==> config.mk <==
export PLATFORM = sky130hd
export DESIGN_NAME = perf_dump
export DESIGN_NICKNAME = d
export VERILOG_FILES = /design/src/rtl/perf_dump.sv
export SDC_FILE = /design/constraint.sdc
export NUM_CORES = 2
export LEC_CHECK = 0
export BUFFER_PORTS_ARGS = -buffer_cell sky130_fd_sc_hd__buf_2
export CAP_MARGIN = 40
export CORE_MARGIN = 2
export CORE_UTILIZATION = 45
export CTS_BUF_LIST = sky130_fd_sc_hd__clkbuf_2 sky130_fd_sc_hd__clkbuf_4 sky130_fd_sc_hd__clkbuf_8
export DETAILED_ROUTE_END_ITERATION = 8
export PLACE_DENSITY = 0.81
export SLEW_MARGIN = 20
export SYNTH_ARGS = -nofsm -noshare
export SYNTH_HDL_FRONTEND = slang
export SYNTH_SLANG_ARGS = --single-unit
==> constraint.sdc <==
create_clock -name clock -period 3.3 [get_ports clock]
set_input_delay 0.165 -clock clock [delete_from_list [all_inputs] [get_ports clock]]
set_output_delay 0.165 -clock clock [all_outputs]
set_load 0.03 [all_outputs]
==> src/rtl/perf_dump.sv <==
// perf_dump: snapshots N_CNT 64-bit performance counters on request and streams
// them out as 32-bit words over a valid/ready interface, low half first.
//
// Optional feature macro: PERF_DUMP_HEADER_EN. When defined, every dump is
// preceded by a header word 32'h50455246 with out_idx = 31.
//
// Ports
//   clock      : sole clock, rising edge
//   reset      : synchronous active-low reset
//   snap_req   : request a snapshot + dump (queued once if a dump is running)
//   cnt_in     : live counters, counter k at bits [64k+63:64k]
//   out_valid  : out_data/out_idx/out_last hold a word
//   out_ready  : consumer accepts the current word
//   out_data   : dump word
//   out_idx    : 2k = low half of counter k, 2k+1 = high half, 31 = header
//   out_last   : final word of the dump
//   busy       : dump in progress (SEND or DONE)
//   done       : one-cycle pulse after the final transfer
module perf_dump #(
  parameter int unsigned N_CNT = 9
) (
  input  logic                   clock,
  input  logic                   reset,
  input  logic                   snap_req,
  input  logic [64*N_CNT-1:0]    cnt_in,
  output logic                   out_valid,
  input  logic                   out_ready,
  output logic [31:0]            out_data,
  output logic [4:0]             out_idx,
  output logic                   out_last,
  output logic                   busy,
  output logic                   done
);

  localparam int unsigned CW       = 64 * N_CNT;
  localparam int unsigned SW       = $clog2(CW);
  localparam logic [4:0]  LAST_IDX = 5'(2 * N_CNT - 1);
  localparam logic [4:0]  HDR_IDX  = 5'd31;
`ifdef PERF_DUMP_HEADER_EN
  localparam logic [31:0] HDR_WORD = 32'h5045_5246;
`endif

  typedef enum logic [1:0] {IDLE, SEND, DONE} state_t;

  state_t          state;
  state_t          state_next;
  logic            pending;
  logic [CW-1:0]   snapshot;
  logic            start_c;
  logic            xfer_c;
  logic [4:0]      idx_next_c;
  logic [31:0]     word_next_c;

  // Next-state logic; out_valid is 1 throughout SEND, so out_ready alone marks a transfer
  always_comb begin
    state_next = state;
    start_c    = 1'b0;
    xfer_c     = 1'b0;
    case (state)
      IDLE: begin
        if (snap_req || pending) begin
          start_c    = 1'b1;
          state_next = SEND;
        end
      end
      SEND: begin
        if (out_ready) begin
          xfer_c = 1'b1;
          if (out_last) state_next = DONE;
        end
      end
      DONE:    state_next = IDLE;
      default: state_next = IDLE;
    endcase
  end

  // Following word: the header is always followed by word 0
  always_comb begin
    idx_next_c  = (out_idx == HDR_IDX) ? 5'd0 : out_idx + 5'd1;
    word_next_c = '0;
    if (idx_next_c <= LAST_IDX) begin
      word_next_c = snapshot[SW'({idx_next_c, 5'd0}) +: 32];
    end
  end

  // State register
  always_ff @(posedge clock) begin
    if (!reset) state <= IDLE;
    else        state <= state_next;
  end

  // Snapshot, pending flag and registered outputs
  always_ff @(posedge clock) begin
    if (!reset) begin
      pending   <= 1'b0;
      snapshot  <= '0;
      out_valid <= 1'b0;
      out_data  <= '0;
      out_idx   <= '0;
      out_last  <= 1'b0;
      busy      <= 1'b0;
      done      <= 1'b0;
    end else begin
      busy <= (state_next != IDLE);
      done <= (state_next == DONE);

      // One request can be queued while busy; extra ones are dropped
      if (start_c)                          pending <= 1'b0;
      else if (snap_req && (state != IDLE)) pending <= 1'b1;

      if (start_c) begin
        snapshot  <= cnt_in;
        out_valid <= 1'b1;
`ifdef PERF_DUMP_HEADER_EN
        out_idx   <= HDR_IDX;
        out_data  <= HDR_WORD;
`else
        out_idx   <= 5'd0;
        out_data  <= cnt_in[31:0];
`endif
        out_last  <= 1'b0;
      end else if (xfer_c) begin
        if (out_last) begin
          out_valid <= 1'b0;
          out_last  <= 1'b0;
        end else begin
          out_idx   <= idx_next_c;
          out_data  <= word_next_c;
          out_last  <= (idx_next_c == LAST_IDX);
        end
      end
    end
  end

endmodule

==> flow_summary_export.csv <==
group,metric,value,unit
run_status,status,"finished with violations",
run_status,violations,"design-rule violations",
detailed_routing,vias_per_cell,6.137,
floorplanning,initial_core_util,0.4560,
global_routing,globalRouteOverflowTotal,0,
timing,hold_violations,0,
synthesis,syn_nets,3966,
timing,finalCritPeriodShare,0.9278,
timing,relSlewSlack,0.3519,
detailed_routing,dr.pass1.iters,9,
cells_and_area,fin_nets,5035,
floorplanning,die_y,249.0,um
clocking,cts_setup_buffers,0,
place,io_buffers,620,
detailed_routing,routedWlPerCell,25.13,um
critical_path,r2r_end,"out_data[29]",
run,maxCapViolCount,0,
cells_and_area,layout_commonest_cell,"nand2_1",
clocking,clock_latency,750,ps
timing,setup_viol,0,
hold_path,worstHoldPathType,"in -> reg",
clocking,cts.sinks,620,
synthesis,synth-seq-cells,620,
cells_and_area,layout-drive-gt1-share,0.2212,
global_routing,busiest_layer,"met2",
critical_path,endpoint_kind,"register",
floorplanning,die_w,249.0,um
critical_path,cp-endpoint,"out_data[29]",
clocking,cts_tree,"done",
cells_and_area,most-common-layout-cells,"nand2_1, buf_2, dfxtp_1",
clocking,cts_resized,0,
synthesis,synth_area,27020,sq um
synthesis,yosysTopAreaCell,"dfxtp_1",
synthesis,synth_flop_cell,"dfxtp_1",
detailed_routing,drtIter0Drc,4920,
global_routing,grt_pass1_wl,196.9,mm
synthesis,synth.distinct_cells,48,
global_routing,antenna_found_initial,30,
power_and_ir_drop,p_total,0.01937,W
critical_path,start_kind,"register",
synthesis,synthTopCellsByArea,"dfxtp_1, nand2_1, a21oi_1",
timing,period_needed,3062,ps
synthesis,synth_top_area_share,0.4594,
detailed_routing,vias,32700,
global_routing,grt_use_total,0.4155,
global_routing,grtUsageMet3,0.1418,
power_and_ir_drop,p_leak,15.55,nW
global_routing,grt_pass1_vias,31770,
floorplanning,core,59240,sq um
global_routing,use_met1,0.5118,
critical_path,reg2regPathDepth,8,
synthesis,avgSynthCellArea,7.986,sq um
timing,worstMarginPinSlew,972.1,ps
detailed_routing,drc,6,
clocking,cts_buffer_depth,3,
clocking,clk_pin_slew,80,ps
critical_path,worstSetupPathType,"reg -> reg",
clocking,numCtsBuffers,100,
floorplanning,ios,621,
timing,fin_skew,50.13,ps
synthesis,synth_cells,3383,
critical_path,crit_required,3880,ps
cells_and_area,fillers,4322,
timing,fmax,0.3266,GHz
cells_and_area,syn2layout_area_growth,43.99,%
critical_path,worstPathMaxFanout,21,
synthesis,ys_seq_area_frac,0.4594,
timing,finalSetupTns,0,ps
detailed_routing,wl,133.9,mm
synthesis,synth-edff-count,0,
detailed_routing,drtAntennaViolNets,0,
clocking,h-tree-depth,3,
global_routing,met2_usage,0.6067,
place,dp_hpwl,77.03,mm
floorplanning,die_area,62010,sq um
synthesis,yosys_warnings,0,
hold_path,min_from,"cnt_in[126]",
floorplanning,rows,89,
synthesis,async_flop_share,0,
timing,slew_viol_final,0,
critical_path,crit_arrival,3640,ps
clocking,clockRootBuffer,"clkbuf_8",
global_routing,grt_start_max_net_pins,214,
critical_path,cp-startpoint,"out_idx[0]",
power_and_ir_drop,ir_worst_vdd,437.0,uV
critical_path,r2r_slack,240,ps
timing,hold_slack,208.1,ps
critical_path,r2r-start,"out_idx[0]",
place,gp_congestion,0.9262,
power_and_ir_drop,power-per-cell-area,498.0,nW/um^2
timing,rsz0062_at_grt,"false",
## registers in the layout, indices dropped and copies added, names as in the netlist
register / count
state: 2
snapshot: 576
out_idx: 5
out_valid: 1
out_last: 1
pending: 1
done: 1
out_data: 32
busy: 1
## worst min-delay path by stage
stage	slack [ps]	endpoint	depth (start not counted)
floorplan	280	state[0]	1
global placement	410	snapshot[111]	3
detailed placement	410	snapshot[392]	3
CTS	180	snapshot[310]	4
global route	210	snapshot[126]	4
finish	210	snapshot[126]	4
## what timing repair did
item,CTS,global route
setup endpoints to repair,0,0
hold endpoints to repair,614,0
hold buffers,581,0
## area by class of cell
type	count	area, sq um	share of cell area
clock buffer	165	2064	0.05307
tap	773	967.2	0.02486
sequential	620	12420	0.3192
timing repair buffer	1284	9874	0.2538
inverter	5	26.28	0.0006754
clock inverter	19	210.2	0.005403
antenna	21	52.55	0.001351
multi-input combinational	2441	13290	0.3416
## Yosys cell counts, types with 2 or more instances
cell      count
nand2_1    1292
dfxtp_1     620
a21oi_1     588
clkbuf_1    193
buf_2        97
a221oi_1     64
mux4_2       63
nand4_1      63
nand3_1      36
a22oi_1      33
o21a_1       33
a22o_1       32
a31oi_1      32
a32oi_1      32
mux2i_1      32
a221oi_2     31
nor3b_1      31
o22ai_1      31
buf_1        11
buf_6         8
buf_4         7
nor2_1        6
nand2b_1      5
nor3_1        5
o21ai_0       4
and3_1        3
ha_1          3
inv_1         3
nand3b_1      3
a21o_1        2
inv_2         2
xnor2_1       2
## critical path: stages (launching register included)
cell and delay [ps]:
dfxtp_4 370, ha_1 210, and3_1 210, ha_4 220
nor2_8 470, buf_4 240, mux4_2 350, a2111oi_0 650
a221oi_1 190
## report_power, final
part | internal [W] | leakage, nW | switching (W)
sequential | 0.00800 | 5.09 | 0.000420
combinational | 0.00144 | 9.24 | 0.00195
clock | 0.00414 | 1.21 | 0.00342
## metrics by stage
| step | std cells | setup WS, ps | utilization | area, sq um |
|---|---|---|---|---|
| floorplan | 3383 | 495.8 | - | 27020 |
| global placement | 4541 | 325.4 | 0.5187 | 30730 |
| detailed placement | 4541 | 252.9 | 0.5187 | 30730 |
| CTS | 5306 | 233.5 | 0.6553 | 38820 |
| global route | 5324 | 96.26 | 0.6565 | 38890 |
| finish | 5328 | 238.1 | 0.6566 | 38900 |
## per-layer routing
metal  part of all wire  vias up
met5             0.0011        -
met4              0.090       18
met3               0.13      916
met2               0.41     3017
met1               0.36    14900
li1                   -    13850
## cell families after synthesis
logic type	count (synthesis)	synth area share
AO/OA/AOI/OAI	889	0.2043
XOR/XNOR	4	0.001992
adder cells (fa/ha/maj)	3	0.001390
buffers and inverters	322	0.05257
flip-flops	620	0.4594
multiplexers	95	0.06438
AND/OR/NAND/NOR	1450	0.2159
Power figures use the tool's default switching activity.
